--- src/rtl/tmr_pkg.sv ---
// Shared register map and CTRL/STAT bit positions for the multi-channel timer bank.
package tmr_pkg;
    localparam logic [1:0] REG_LOAD  = 2'd0;
    localparam logic [1:0] REG_COUNT = 2'd1;
    localparam logic [1:0] REG_CTRL  = 2'd2;
    localparam logic [1:0] REG_STAT  = 2'd3;

    localparam int CTRL_EN      = 0;
    localparam int CTRL_AR      = 1;
    localparam int CTRL_IE      = 2;
    localparam int CTRL_PRE_LSB = 8;

    localparam int STAT_PEND = 0;
endpackage

--- src/rtl/tmr_chan.sv ---
// One timer channel: prescaler, down-counter, one-shot/auto-reload, W1C pending flag.
// Register writes take effect on the next edge; irq is combinational from pend & ie.
module tmr_chan
    import tmr_pkg::*;
#(
    parameter int WIDTH = 32,
    parameter int PRE_W = 8
) (
    input  logic             clk,
    input  logic             clr,
    input  logic             wr_load,
    input  logic             wr_ctrl,
    input  logic             wr_stat,
    input  logic [WIDTH-1:0] wdata,
    output logic [WIDTH-1:0] load_rd,
    output logic [WIDTH-1:0] count_rd,
    output logic [WIDTH-1:0] ctrl_rd,
    output logic [WIDTH-1:0] stat_rd,
    output logic             irq
);
    logic [WIDTH-1:0] load_q;
    logic [WIDTH-1:0] count_q;
    logic             en_q;
    logic             ar_q;
    logic             ie_q;
    logic [PRE_W-1:0] pre_q;
    logic [PRE_W-1:0] pcnt_q;
    logic             pend_q;

    logic             tick;
    logic             expire;
    logic [PRE_W-1:0] wpre;

    assign wpre   = wdata[CTRL_PRE_LSB +: PRE_W];
    assign tick   = en_q && (pcnt_q == pre_q);
    assign expire = tick && (count_q == '0);

    always_ff @(posedge clk or posedge clr) begin
        if (clr) begin
            pcnt_q <= '0;
        end else if (wr_load || (wr_ctrl && (wpre != pre_q))) begin
            pcnt_q <= '0;
        end else if (en_q) begin
            pcnt_q <= tick ? '0 : pcnt_q + 1'b1;
        end
    end

    // LOAD write overrides a same-cycle decrement or reload.
    always_ff @(posedge clk or posedge clr) begin
        if (clr) begin
            load_q  <= '0;
            count_q <= '0;
        end else if (wr_load) begin
            load_q  <= wdata;
            count_q <= wdata;
        end else if (tick) begin
            if (count_q != '0) begin
                count_q <= count_q - 1'b1;
            end else if (ar_q) begin
                count_q <= load_q;
            end
        end
    end

    // One-shot expiry clearing en wins over a software write of en.
    always_ff @(posedge clk or posedge clr) begin
        if (clr) begin
            en_q  <= 1'b0;
            ar_q  <= 1'b0;
            ie_q  <= 1'b0;
            pre_q <= '0;
        end else begin
            if (wr_ctrl) begin
                en_q  <= wdata[CTRL_EN];
                ar_q  <= wdata[CTRL_AR];
                ie_q  <= wdata[CTRL_IE];
                pre_q <= wpre;
            end
            if (expire && !ar_q) begin
                en_q <= 1'b0;
            end
        end
    end

    always_ff @(posedge clk or posedge clr) begin
        if (clr) begin
            pend_q <= 1'b0;
        end else if (expire) begin
            pend_q <= 1'b1;
        end else if (wr_stat && wdata[STAT_PEND]) begin
            pend_q <= 1'b0;
        end
    end

    always_comb begin
        ctrl_rd                         = '0;
        ctrl_rd[CTRL_EN]                = en_q;
        ctrl_rd[CTRL_AR]                = ar_q;
        ctrl_rd[CTRL_IE]                = ie_q;
        ctrl_rd[CTRL_PRE_LSB +: PRE_W]  = pre_q;
        stat_rd                         = '0;
        stat_rd[STAT_PEND]              = pend_q;
    end

    assign load_rd  = load_q;
    assign count_rd = count_q;
    assign irq      = pend_q && ie_q;
endmodule

--- src/rtl/tmr_bank.sv ---
// NCH independent timer channels behind a {channel, reg} register decode.
// Writes land on the next edge; rdata and irqs are combinational, no stall path.
module tmr_bank
    import tmr_pkg::*;
#(
    parameter int CH_AW = 2,
    parameter int WIDTH = 32,
    parameter int PRE_W = 8
) (
    input  logic                 clk,
    input  logic                 clr,
    input  logic                 wr_en,
    input  logic [CH_AW+1:0]     addr,
    input  logic [WIDTH-1:0]     wdata,
    output logic [WIDTH-1:0]     rdata,
    output logic [(2**CH_AW)-1:0] irq_o,
    output logic                 irq
);
    localparam int NCH = 2 ** CH_AW;

    logic [CH_AW-1:0] ch_sel;
    logic [1:0]       reg_sel;

    logic [WIDTH-1:0] load_a  [NCH];
    logic [WIDTH-1:0] count_a [NCH];
    logic [WIDTH-1:0] ctrl_a  [NCH];
    logic [WIDTH-1:0] stat_a  [NCH];

    assign ch_sel  = addr[CH_AW+1:2];
    assign reg_sel = addr[1:0];

    for (genvar i = 0; i < NCH; i++) begin : g_chan
        localparam logic [CH_AW-1:0] IDX = CH_AW'(i);
        logic hit;
        assign hit = wr_en && (ch_sel == IDX);

        tmr_chan #(
            .WIDTH (WIDTH),
            .PRE_W (PRE_W)
        ) u_chan (
            .clk      (clk),
            .clr      (clr),
            .wr_load  (hit && (reg_sel == REG_LOAD)),
            .wr_ctrl  (hit && (reg_sel == REG_CTRL)),
            .wr_stat  (hit && (reg_sel == REG_STAT)),
            .wdata    (wdata),
            .load_rd  (load_a[i]),
            .count_rd (count_a[i]),
            .ctrl_rd  (ctrl_a[i]),
            .stat_rd  (stat_a[i]),
            .irq      (irq_o[i])
        );
    end

    always_comb begin
        rdata = '0;
        case (reg_sel)
            REG_LOAD:  rdata = load_a[ch_sel];
            REG_COUNT: rdata = count_a[ch_sel];
            REG_CTRL:  rdata = ctrl_a[ch_sel];
            REG_STAT:  rdata = stat_a[ch_sel];
            default:   rdata = '0;
        endcase
    end

    assign irq = |irq_o;
endmodule

--- config.mk ---
export PLATFORM = sky130hd
export DESIGN_NAME = tmr_bank
export DESIGN_NICKNAME = d
export VERILOG_FILES = /design/src/rtl/tmr_pkg.sv /design/src/rtl/tmr_chan.sv /design/src/rtl/tmr_bank.sv
export SDC_FILE = /design/constraint.sdc
export NUM_CORES = 1
export LEC_CHECK = 0
export CORE_MARGIN = 1.5
export CORE_UTILIZATION = 50
export DETAILED_ROUTE_END_ITERATION = 7
export GPL_TIMING_DRIVEN = 0
export PLACE_DENSITY = 0.67
export SLEW_MARGIN = 20
export SYNTH_ARGS = -nofsm -noshare
export SYNTH_HDL_FRONTEND = slang
export SYNTH_SLANG_ARGS = --single-unit
export TNS_END_PERCENT = 20
--- constraint.sdc ---
create_clock -name clk -period 19.35 [get_ports clk]
set_clock_uncertainty 0.2 [all_clocks]
set_input_delay 2.9025 -clock clk [delete_from_list [all_inputs] [get_ports clk]]
set_output_delay 2.9025 -clock clk [all_outputs]
set_load 0.03 [all_outputs]
Word level (Yosys, flattened, before mapping)
Index checks and enable logic that the tools add are counted.
{"block": "word_totals", "reg_bits": 336, "out_inout_bits": 37, "word_cells": 196}
{"block": "classes", "add_sub_neg": 8, "magnitude_cmp": 1, "n_eq_ne": 14, "muxes": 57, "n_bitwise": 1, "n_reduce_logical": 83}
{"op": "$mux W32", "count": 24}
{"op": "$bmux W32 S2", "count": 4}
{"op": "$logic_not A32 Y1", "count": 4}
{"op": "$pmux W32 S4", "count": 1}
{"op": "$reduce_bool A32 Y1", "count": 4}
{"op": "$sub A32 B1 Y32 const B", "count": 4}
{"op": "$mux W8", "count": 12}
{"op": "$logic_and A1 B1 Y1", "count": 40}
{"op": "$add A8 B1 Y8 const B", "count": 4}
{"op": "$eq A8 B8 Y1", "count": 4}
{"op": "$ne A8 B8 Y1", "count": 4}
{"op": "$reduce_bool A2 Y1", "count": 16}
{"op": "$mux W1", "count": 16}
{"op": "$reduce_bool A3 Y1", "count": 4}
{"op": "$eq A2 B2 Y1 const B", "count": 4}
{"op": "$reduce_and A2 Y1", "count": 4}
{"op": "$eq A2 B1 Y1 const B", "count": 2}
{"op": "$logic_not A1 Y1", "count": 4}
{"op": "$logic_not A2 Y1", "count": 2}
{"op": "$logic_or A1 B1 Y1", "count": 4}
{"op": "$reduce_or A4 Y1", "count": 1}
{"op": "$ge A3 B3 Y1 const B", "count": 1}
{"op": "$not A2 Y3", "count": 1}

Logic depth before layout (Yosys ltp)
Gate-level depths: netlist (run 1).
{"block": "depth", "depth_word": 6, "mapped_depth": 10, "ltp_nobuf": 8}

Hierarchy
From an unflattened synthesis (run 1), not the netlist that was laid out.
{"block": "hier_totals", "hier_cells": 2521, "hier_area_um2": 24483.5}
{"module": "tmr_chan", "instances": 4, "cells_per_inst": 557, "area_each_um2": 5156.2, "seq_area_each_um2": 2102.0}
{"module": "tmr_bank", "instances": 1, "cells_per_inst": 293, "area_each_um2": 3858.7, "seq_area_each_um2": 0.0}

Least setup slack after synthesis (run 1)
No wires, ideal clock.
{"block": "synth_timing", "kind": "input to output", "startpoint": "input addr[2]", "endpoint": "output rdata[4]", "arrival_time_ns": 4.888, "required_time_ns": 16.247, "setup_slack_ns": 11.360, "stages": 6, "n_path_buf": 3, "path_cell_list": "buf_2 -> buf_1 -> buf_1 -> mux4_1 -> mux2i_1 -> nor2_1"}
{"block": "synth_via", "elab_chain_cells": 5, "word_cells_on_any_way": 14}
{"item": "start, declared", "line_no": "tmr_bank.sv:13", "text": "input logic [CH_AW+1:0] addr,"}
{"item": "$not A2 Y3 (implied by the code) *"}
{"item": "$bmux W32 S2, on equally long branches"}
{"item": "$mux W32, on equally long branches (2 in series)"}
{"item": "$pmux W32 S4 *", "line_no": "tmr_bank.sv:57", "text": "case (reg_sel)"}
{"item": "end, declared", "line_no": "tmr_bank.sv:15", "text": "output logic [WIDTH-1:0] rdata,"}
Every way passes the cells marked *; elsewhere a longest branch is shown, timed or not. The select of a mux whose other input is x is not followed.

Worst setup path after layout (run 1)
{"block": "layout_timing", "startpoint": "input addr[3]", "endpoint": "output rdata[29]"}
Same word-level chain as after synthesis.

==> flow_results.org, run 1 <==
** GRT
- Combined global-route utilization of all metal layers :: 41.5%
- Global-route wire length before repair :: 131000 um
- Entering global routing, the biggest net connects 95 pins.
- The via count of the first global-routing pass was 19400.
- The initial antenna violation count came to 6.
- After global routing the overflow that remains totals 0.

** Clocking
- TritonCTS Sinks :: 336
- Setup repair bufs after CTS :: 0
- Post-CTS repair changed the size of 0 cells.
- H-tree Lvls :: 2
- The number of clock buffers added by TritonCTS is 41.
- Clock tree from TritonCTS :: yes
- Clock latency on the worst-skew pair, taken at its later pin, is 0.58 ns.
- Root Driver :: sky130_fd_sc_hd__clkbuf_16
- In this run the deepest clock path goes through 3 buffers.
- Hold repair after CTS inserted 0 buffers.
- Clock input transition at the sequential cells of the worst setup and hold paths :: 0.06 ns

** Placed design
- Weighted congestion at the end of routability-driven global placement :: 1.01
- During placement, the flow inserted port buffers numbering 69.
- Detail Placement HPWL :: 70300 um
- Worst setup slack after placement :: 9.69 ns

** Synth
- Top FF cell, synth :: sky130_fd_sc_hd__dfrtp_1
- In this run, synthesis produced a sequential element count of 336.
- Count of synthesis-stage warnings from yosys :: 0
- Synth cell types :: 77
- The number of nets in the synthesized netlist is 2404.
- EDFF count, synth :: 0
- For this run, asynchronously set or reset flops after synthesis account for 100%.
- By area the synthesized netlist is led by sky130_fd_sc_hd__dfrtp_1 (40%), sky130_fd_sc_hd__nand2_1 (8.6%), sky130_fd_sc_hd__mux4_2 (8.1%).
- Summing every instance area after synthesis gives 21100 um2.
- Yosys top cell by area :: sky130_fd_sc_hd__dfrtp_1
- After synthesis, the largest area contributor takes up 39.9% of total cell area.
- Synthesis handed over a netlist of 2353 instances.
- Synth Area per Inst :: 8.96 um2
- For this run, the register share of the synthesized area comes to 39.9%.

** Hold path
- Worst hold path class :: reg -> reg
- Hold path cells :: 2

** Power
- Switching Fraction :: 41.2%
- In this run the static leakage power is 10.1 nW.
- In this run the power density over the cells is 127 nW/um2.
- Net switching power figure :: 1.25 mW
- VDD IR max :: 0.0995 mV
- The share of total power dissipated in sequential elements is 41.1%.
- Internal power :: 1.79 mW
- Clk pwr share :: 25.8%
- Logic pwr share :: 33.1%

** Critical path
- CP endpoint kind :: output port
- Worst R2R Path Depth :: 8
- Of all nets on the critical path, the largest fanout is 10.
- The worst setup path is of the in -> out kind.
- The worst register-to-register path has a setup slack of 15.04 ns.
- STA puts the critical path data required time at 16.25 ns.
- Arrival time at the worst endpoint :: 6.59 ns
- STA classifies the critical path startpoint as an input pin.

** Timing
- Setup violations remaining at the end of the flow were counted as 0.
- At the pin with the least slew margin, the transition time is 1.15 ns.
- Setup repair after global routing missed its margin :: false
- The final hold violation count was 0.
- Fraction of the cycle the final worst path needs :: 50.1%
- Fin. max-slew vios :: 0
- Headroom to the max-slew limit came out at 22.5%.
- Maximum operating frequency :: 0.103 GHz
- After layout, the minimum clock period comes to 9.69 ns.
- After layout, the worst setup slack is 9.66 ns.
- Final total negative setup slack :: 0 ns

** Floorplan
- Num ports :: 76
- Core region area :: 41800 um2
- Die footprint :: 43400 um2
- Die Span Y :: 208 um
- The floorplan step set the die width to 208 um.
- Row generation in the floorplan step produced 75 rows.
- For this configuration, the core starts out at a cell density of 50.5%.

** Finish
- Leaving out fill and tap cells, the most frequent cell in the layout is sky130_fd_sc_hd__nand2_1.
- The area growth from synthesis to layout is 13.4%.
- Ratio of cells with drive above 1 in the final layout :: 10.1%
- The net count of the finished layout is 2520.
- Leading cell types in the layout, fill and taps excluded :: sky130_fd_sc_hd__nand2_1 (483), sky130_fd_sc_hd__dfrtp_1 (336), sky130_fd_sc_hd__nor2_1 (152)

** Flow run
- Max cap viols :: 0

** Route
- In the final routed layout, each cell accounts on average for 29.6 um.
- For this run, the detailed router's first-pass iteration total came to 7.
- For this block, the routed nets add up to 90000 um of wire.
- Via density :: 6.75
- Routed via count :: 20500
- DRC violations left :: 0
- Residual antenna-violating net count after detailed routing :: 0
- DRC violation total after the first TritonRoute iteration :: 2728

** Status
- The flow ran to the end, and the final reports show no timing, DRC or antenna violations.
## critical path, stage by stage
cell and delay [ns]:
sky130_fd_sc_hd__clkdlybuf4s50_1 0.50, sky130_fd_sc_hd__clkbuf_1 0.46, sky130_fd_sc_hd__clkbuf_1 0.49, sky130_fd_sc_hd__clkbuf_1 0.68, sky130_fd_sc_hd__mux4_2 0.40, sky130_fd_sc_hd__mux2i_1 0.41
sky130_fd_sc_hd__nor2_1 0.10, sky130_fd_sc_hd__clkdlybuf4s50_1 0.62
## synth_stat cells (13+ instances only)
| library cell | count |
|---|---|
| sky130_fd_sc_hd__nand2_1 | 483 |
| sky130_fd_sc_hd__nand4_1 | 35 |
| sky130_fd_sc_hd__mux4_2 | 76 |
| sky130_fd_sc_hd__or4_1 | 20 |
| sky130_fd_sc_hd__nor2_1 | 152 |
| sky130_fd_sc_hd__a211oi_1 | 13 |
| sky130_fd_sc_hd__a22oi_1 | 17 |
| sky130_fd_sc_hd__and3_1 | 32 |
| sky130_fd_sc_hd__nor3b_1 | 13 |
| sky130_fd_sc_hd__o21ai_0 | 137 |
| sky130_fd_sc_hd__mux2_2 | 47 |
| sky130_fd_sc_hd__or3_1 | 17 |
| sky130_fd_sc_hd__dfrtp_1 | 336 |
| sky130_fd_sc_hd__inv_1 | 39 |
| sky130_fd_sc_hd__a31oi_1 | 49 |
| sky130_fd_sc_hd__nand3_1 | 78 |
| sky130_fd_sc_hd__o211ai_1 | 39 |
| sky130_fd_sc_hd__clkbuf_1 | 110 |
| sky130_fd_sc_hd__xnor2_1 | 76 |
| sky130_fd_sc_hd__and2_1 | 13 |
| sky130_fd_sc_hd__nor4_1 | 54 |
| sky130_fd_sc_hd__buf_1 | 19 |
| sky130_fd_sc_hd__o22ai_1 | 20 |
| sky130_fd_sc_hd__a21o_1 | 14 |
| sky130_fd_sc_hd__xor2_1 | 34 |
| sky130_fd_sc_hd__nand2b_1 | 18 |
| sky130_fd_sc_hd__a221o_1 | 17 |
| sky130_fd_sc_hd__nor3_1 | 81 |
| sky130_fd_sc_hd__mux2i_1 | 44 |
| sky130_fd_sc_hd__buf_2 | 19 |
| sky130_fd_sc_hd__a21oi_1 | 93 |
## through the flow
| stage | total power [mW] | cell area (um2) | cells | util, % | hold WS [ns] |
|---|---|---|---|---|---|
| after global routing | 3.16 | 23900 | 3036 | 57.2 | 0.339 |
| after CTS | 2.99 | 23900 | 3036 | 57.2 | 0.310 |
| final | 3.04 | 23900 | 3037 | 57.2 | 0.310 |
| after global placement | 2.18 | 22400 | 2961 | 53.7 | 0.285 |
| after floorplan | 1.79 | 21100 | 2353 | - | 0.253 |
| after detailed placement | 2.21 | 22600 | 2965 | 54.0 | 0.295 |
## cell families (layout without fill, tap and decap cells)
| logic type | after synthesis | after routing | synth area share, % |
|---|---|---|---|
| buffers and inverters | 197 | 341 | 3.84 |
| AOI/OAI and AO/OA | 481 | 481 | 14.6 |
| xor gates and xnor gates | 110 | 110 | 4.57 |
| adders and majority gates | 12 | 12 | 0.712 |
| other | 0 | 1 | 0 |
| muxes | 168 | 168 | 12.8 |
| DFF | 336 | 336 | 39.9 |
| and+or+nand+nor | 1049 | 1049 | 23.5 |
## final cells by class
| cell class | instances | area [um2] |
|---|---|---|
| tap | 539 | 674 |
| fill | 3666 | 17900 |
| buffer | 158 | 663 |
| timing repair buffer | 73 | 778 |
| inverter | 39 | 154 |
| multi-input combinational | 1820 | 11900 |
| antenna | 1 | 2.50 |
| sequential | 336 | 8410 |
| clock inverter | 14 | 130 |
| clock buffer | 57 | 1210 |
## metal layers
metal  global-route usage [%]  part of all wire, %
met1                     57.6                   40
met2                     62.7                   44
met3                     8.59                   12
met4                     19.2                  4.8
met5                        0                0.038
## power groups by stage
stage	sequential, mW	clock [mW]	combinational (mW)
5_1_grt	1.26	0.815	1.09
3_5_place_dp	1.23	0	0.979
2_1_floorplan	1.06	0	0.733
3_3_place_gp	1.23	0	0.956
6_report	1.25	0.784	1.01
4_1_cts	1.22	0.786	0.984
## path summary, 6_finish.rpt
check,from,endpoint
worst max-delay path,addr[3],rdata[29]
worst min-delay path,g_chan[3].u_chan.load_rd[30],g_chan[3].u_chan.load_rd[30]
worst max register to register,g_chan[2].u_chan.count_rd[12],g_chan[2].u_chan.count_rd[7]
worst min register to register,g_chan[3].u_chan.load_rd[30],g_chan[3].u_chan.load_rd[30]
max in group asynchronous,clr,g_chan[2].u_chan.count_rd[21]
min in group asynchronous,clr,g_chan[0].u_chan.pcnt_q[4]
## registers in the layout, indices dropped and copies added (netlist names)
name	count
g_chan.u_chan.count_rd	128
g_chan.u_chan.pre_q	32
g_chan.u_chan.en_q	4
g_chan.u_chan.pcnt_q	32
g_chan.u_chan.ar_q	4
g_chan.u_chan.ie_q	4
g_chan.u_chan.pend_q	4
g_chan.u_chan.load_rd	128
Note: power is estimated with default switching activity, not from simulation.
==> inputs of run 2 (changes only) <==
--- a/config.mk
+++ b/config.mk
@@ -9,7 +9,7 @@
 export CORE_UTILIZATION = 50
 export DETAILED_ROUTE_END_ITERATION = 7
 export GPL_TIMING_DRIVEN = 0
-export PLACE_DENSITY = 0.67
+export PLACE_DENSITY = 0.7
 export SLEW_MARGIN = 20
 export SYNTH_ARGS = -nofsm -noshare
 export SYNTH_HDL_FRONTEND = slang
==> constraint.sdc (replaced) <==
create_clock -name clk -period 8 [get_ports clk]
set_clock_uncertainty 0.2 [all_clocks]
set_input_delay 1.2 -clock clk [delete_from_list [all_inputs] [get_ports clk]]
set_output_delay 1.2 -clock clk [all_outputs]
set_load 0.03 [all_outputs]
==> run 2 against run 1 <==
Effect of this change: utilization increased by 0.44 points; combinational power rose by 140%; power is 140% higher.
==> flow_results.org, run 2 (synthesis gave the netlist of run 1 again) <==
** Route
- The detailed router finished its first iteration with 2740 violations.
- For this run, the detailed router's first-pass iteration total came to 6.
- Wires add up to 91000 um.
- Via density :: 6.79
- DRC violations left :: 0
- Routed via count :: 20700
- Wire length per cell after detailed routing :: 29.9 um
- Residual antenna-violating net count after detailed routing :: 0

** Critical path
- Together, buffers and inverters on the worst path number 5.
- Worst reg-to-reg setup slack :: 3.60 ns
- Most frequent CP cell :: sky130_fd_sc_hd__clkbuf_1
- Arrival time at the worst endpoint :: 4.95 ns
- On the critical path the largest part of the delay comes from buffers and inverters.
- By startpoint and endpoint, the worst setup path is classified as in -> out.
- CP max stage delay :: 0.66 ns
- STA classifies the critical path startpoint as an input pin.
- Series of cell instances along the critical path :: clkdlybuf4s50_1 -> clkbuf_1 -> clkbuf_1 -> clkbuf_1 -> mux4_2 -> mux2i_1 -> nor2_1 -> clkdlybuf4s50_1
- STA classifies the critical path endpoint as an output port.
- STA puts the critical path data required time at 6.60 ns.
- The startpoint identified for the worst register-to-register timing path is g_chan[2].u_chan.count_rd[12].
- The number of cells on the worst reg-to-reg path is 8.
- Cell with the biggest individual delay on the critical path :: sky130_fd_sc_hd__clkbuf_1
- Reg-to-reg endpoint :: g_chan[2].u_chan.count_rd[13]
- Along the worst path, the maximum fanout reaches 10.

** Clocking
- The H-tree was split into 2 levels.
- The number of hold buffers added after CTS was 0.
- TritonCTS Sinks :: 336
- Setup repair bufs after CTS :: 0
- Clock buffer count from CTS :: 40
- Clock tree synthesis selected as its root buffer the cell sky130_fd_sc_hd__clkbuf_16.
- Number of cells upsized or downsized after cts :: 0
- Clock latency at the later pin of the worst-skew pair :: 0.57 ns
- Clock input transition at the sequential cells of the worst setup and hold paths :: 0.06 ns
- Counting along the longest clock path gives a buffer depth of 3.
- TritonCTS built the clock tree.

** Floorplan
- The initial utilization of the core area, before any placement, comes to 50.5%.
- The die covers 43400 um2.
- Pin placement for this block handled 76 I/O pins.
- After floorplanning, the core was sized to cover 41800 um2.
- Placement row count :: 75
- From bottom edge to top edge, the die measures 208 um.
- Horiz. Die Dim :: 208 um

** GRT
- The first global-routing pass estimated 132000 um of wire.
- Global routing consumed, over all layers together, 42.0% of the routing resources.
- Initial antenna violation count :: 2
- Number of global-route vias before repair :: 19700
- Entering global routing, the biggest net connects 35 pins.
- After global routing the overflow that remains totals 0.

** Timing
- Headroom to the max-slew limit came out at 21.3%.
- Fin. max-slew vios :: 0
- For the pin with the worst max-slew slack, the measured transition is 1.18 ns.
- Of the available clock period, the critical path in the final layout requires 79.4%.
- Maximum operating frequency :: 0.158 GHz
- Final setup fails :: 0
- Smallest setup slack after layout :: 1.65 ns
- Setup total negative slack on the finished layout was measured at 0 ns.
- Setup repair after global routing missed its margin :: false
- The final hold violation count was 0.
- Shortest period the worst path allows :: 6.35 ns

** Placed design
- The placed instances occupy a cell area of 22700 um2.
- Routability-driven placement finished with a final weighted congestion of 1.03.
- Number of input and output port buffers inserted :: 69
- Detailed placement ended at an HPWL of 71600 um.
- Timing analysis after detailed placement gives a worst setup slack of 1.75 ns.

** Power
- Total Power Consumption :: 7.39 mW
- In this run the static leakage power is 10.2 nW.
- VDD sags by at most 0.223 mV.
- In this run the power density over the cells is 307 nW/um2.

** Finish
- Summing all multi-input logic gate instances after layout gives 11900 um2.
- Once layout is complete, the utilization of the core stands at 57.7%.
- Summing all flip-flop and latch instances after layout gives 8410 um2.
- The library cells used most frequently in the layout, excluding fill and tap cells, are sky130_fd_sc_hd__nand2_1 (483), sky130_fd_sc_hd__dfrtp_1 (336), sky130_fd_sc_hd__nor2_1 (152).
- The post-route netlist has 10.4% of its cells at a drive strength greater than 1.
- Fill cells in the final layout number 3751.
- Compared with the post-synthesis result, the final layout area differs by 14.3%.
- Final net count :: 2528
- Once layout is done, the placed cells without fillers occupy 24100 um2.
- Antenna diode instance count :: 0
- Commonest non-fill, non-tap cell in the layout :: sky130_fd_sc_hd__nand2_1

** Flow run
- Max-cap violations in this run came to 0.

** Hold path
- Worst hold path class :: reg -> reg
- Worst Hold Endpoint :: g_chan[1].u_chan.load_rd[0]
- Hold path cells :: 2
- Hold Path Origin :: g_chan[1].u_chan.load_rd[0]

** Status
- The flow ran to the end, and the final reports show no timing, DRC or antenna violations.
-- run 2: changes by cell type in the layout (fill, tap and decap cells not counted) --
cell,delta
sky130_fd_sc_hd__clkinv_4,-1
sky130_fd_sc_hd__clkbuf_1,-1
sky130_fd_sc_hd__nor4_1,-1
sky130_fd_sc_hd__inv_6,-1
sky130_fd_sc_hd__clkinvlp_4,+3
sky130_fd_sc_hd__clkbuf_8,+3
sky130_fd_sc_hd__inv_8,-1
sky130_fd_sc_hd__clkinv_2,-2
sky130_fd_sc_hd__clkbuf_16,-2
sky130_fd_sc_hd__bufinv_16,+1
sky130_fd_sc_hd__buf_12,+9
sky130_fd_sc_hd__diode_2,-1
sky130_fd_sc_hd__nor4_2,+1
-- run 2: layer usage --
| metal | GRT usage (%) | vias up | share of wire [%] |
|---|---|---|---|
| li1 | - | 8891 | - |
| met1 | 57.1 | 10100 | 39 |
| met2 | 62.6 | 1400 | 43 |
| met3 | 10.4 | 269 | 12 |
| met4 | 21.2 | 0 | 5.5 |
| met5 | 0 | - | 0 |
-- run 2: how the worst max path moves through the flow --
stage             from                       endpoint  slack [ns]  depth (start not counted)
2_1_floorplan      clr          g_chan[0].u_chan.ar_q        2.11                          1
3_3_place_gp       clr  g_chan[2].u_chan.count_rd[23]       -0.37                          2
3_5_place_dp   addr[2]                       rdata[4]        1.75                          8
4_1_cts        addr[2]                       rdata[4]        1.78                          8
5_1_grt        addr[2]                       rdata[4]        1.58                          8
6_report       addr[3]                      rdata[29]        1.65                          8
-- run 2: per-stage QoR --
step / cells / hold slack (ns)
global route: 3044 / 0.335
detailed placement: 2974 / 0.302
CTS: 3044 / 0.315
floorplan: 2353 / 0.253
finish: 3044 / 0.312
global placement: 2961 / 0.285
-- run 2: tightest hold or removal path, cell delays in order, from the launching register on --
cell	delay [ns]
sky130_fd_sc_hd__dfrtp_1	0.37
sky130_fd_sc_hd__nand2_1	0.06
sky130_fd_sc_hd__nand2_1	0.06
-- run 2: layout make-up --
| class | count | share of cell area, % |
|---|---|---|
| buffer | 158 | 2.75 |
| clock buffer | 57 | 4.97 |
| clock inverter | 13 | 0.613 |
| inverter | 39 | 0.623 |
| multi-input combinational | 1820 | 49.4 |
| sequential | 336 | 34.9 |
| tap | 539 | 2.80 |
| timing repair buffer | 82 | 3.98 |
-- run 2: power by group --
group          switching (mW)  internal, mW  leakage (nW)
registers               0.877          2.15          4.21
clock network           0.765          1.13         0.660
logic                    1.40          1.06          5.32
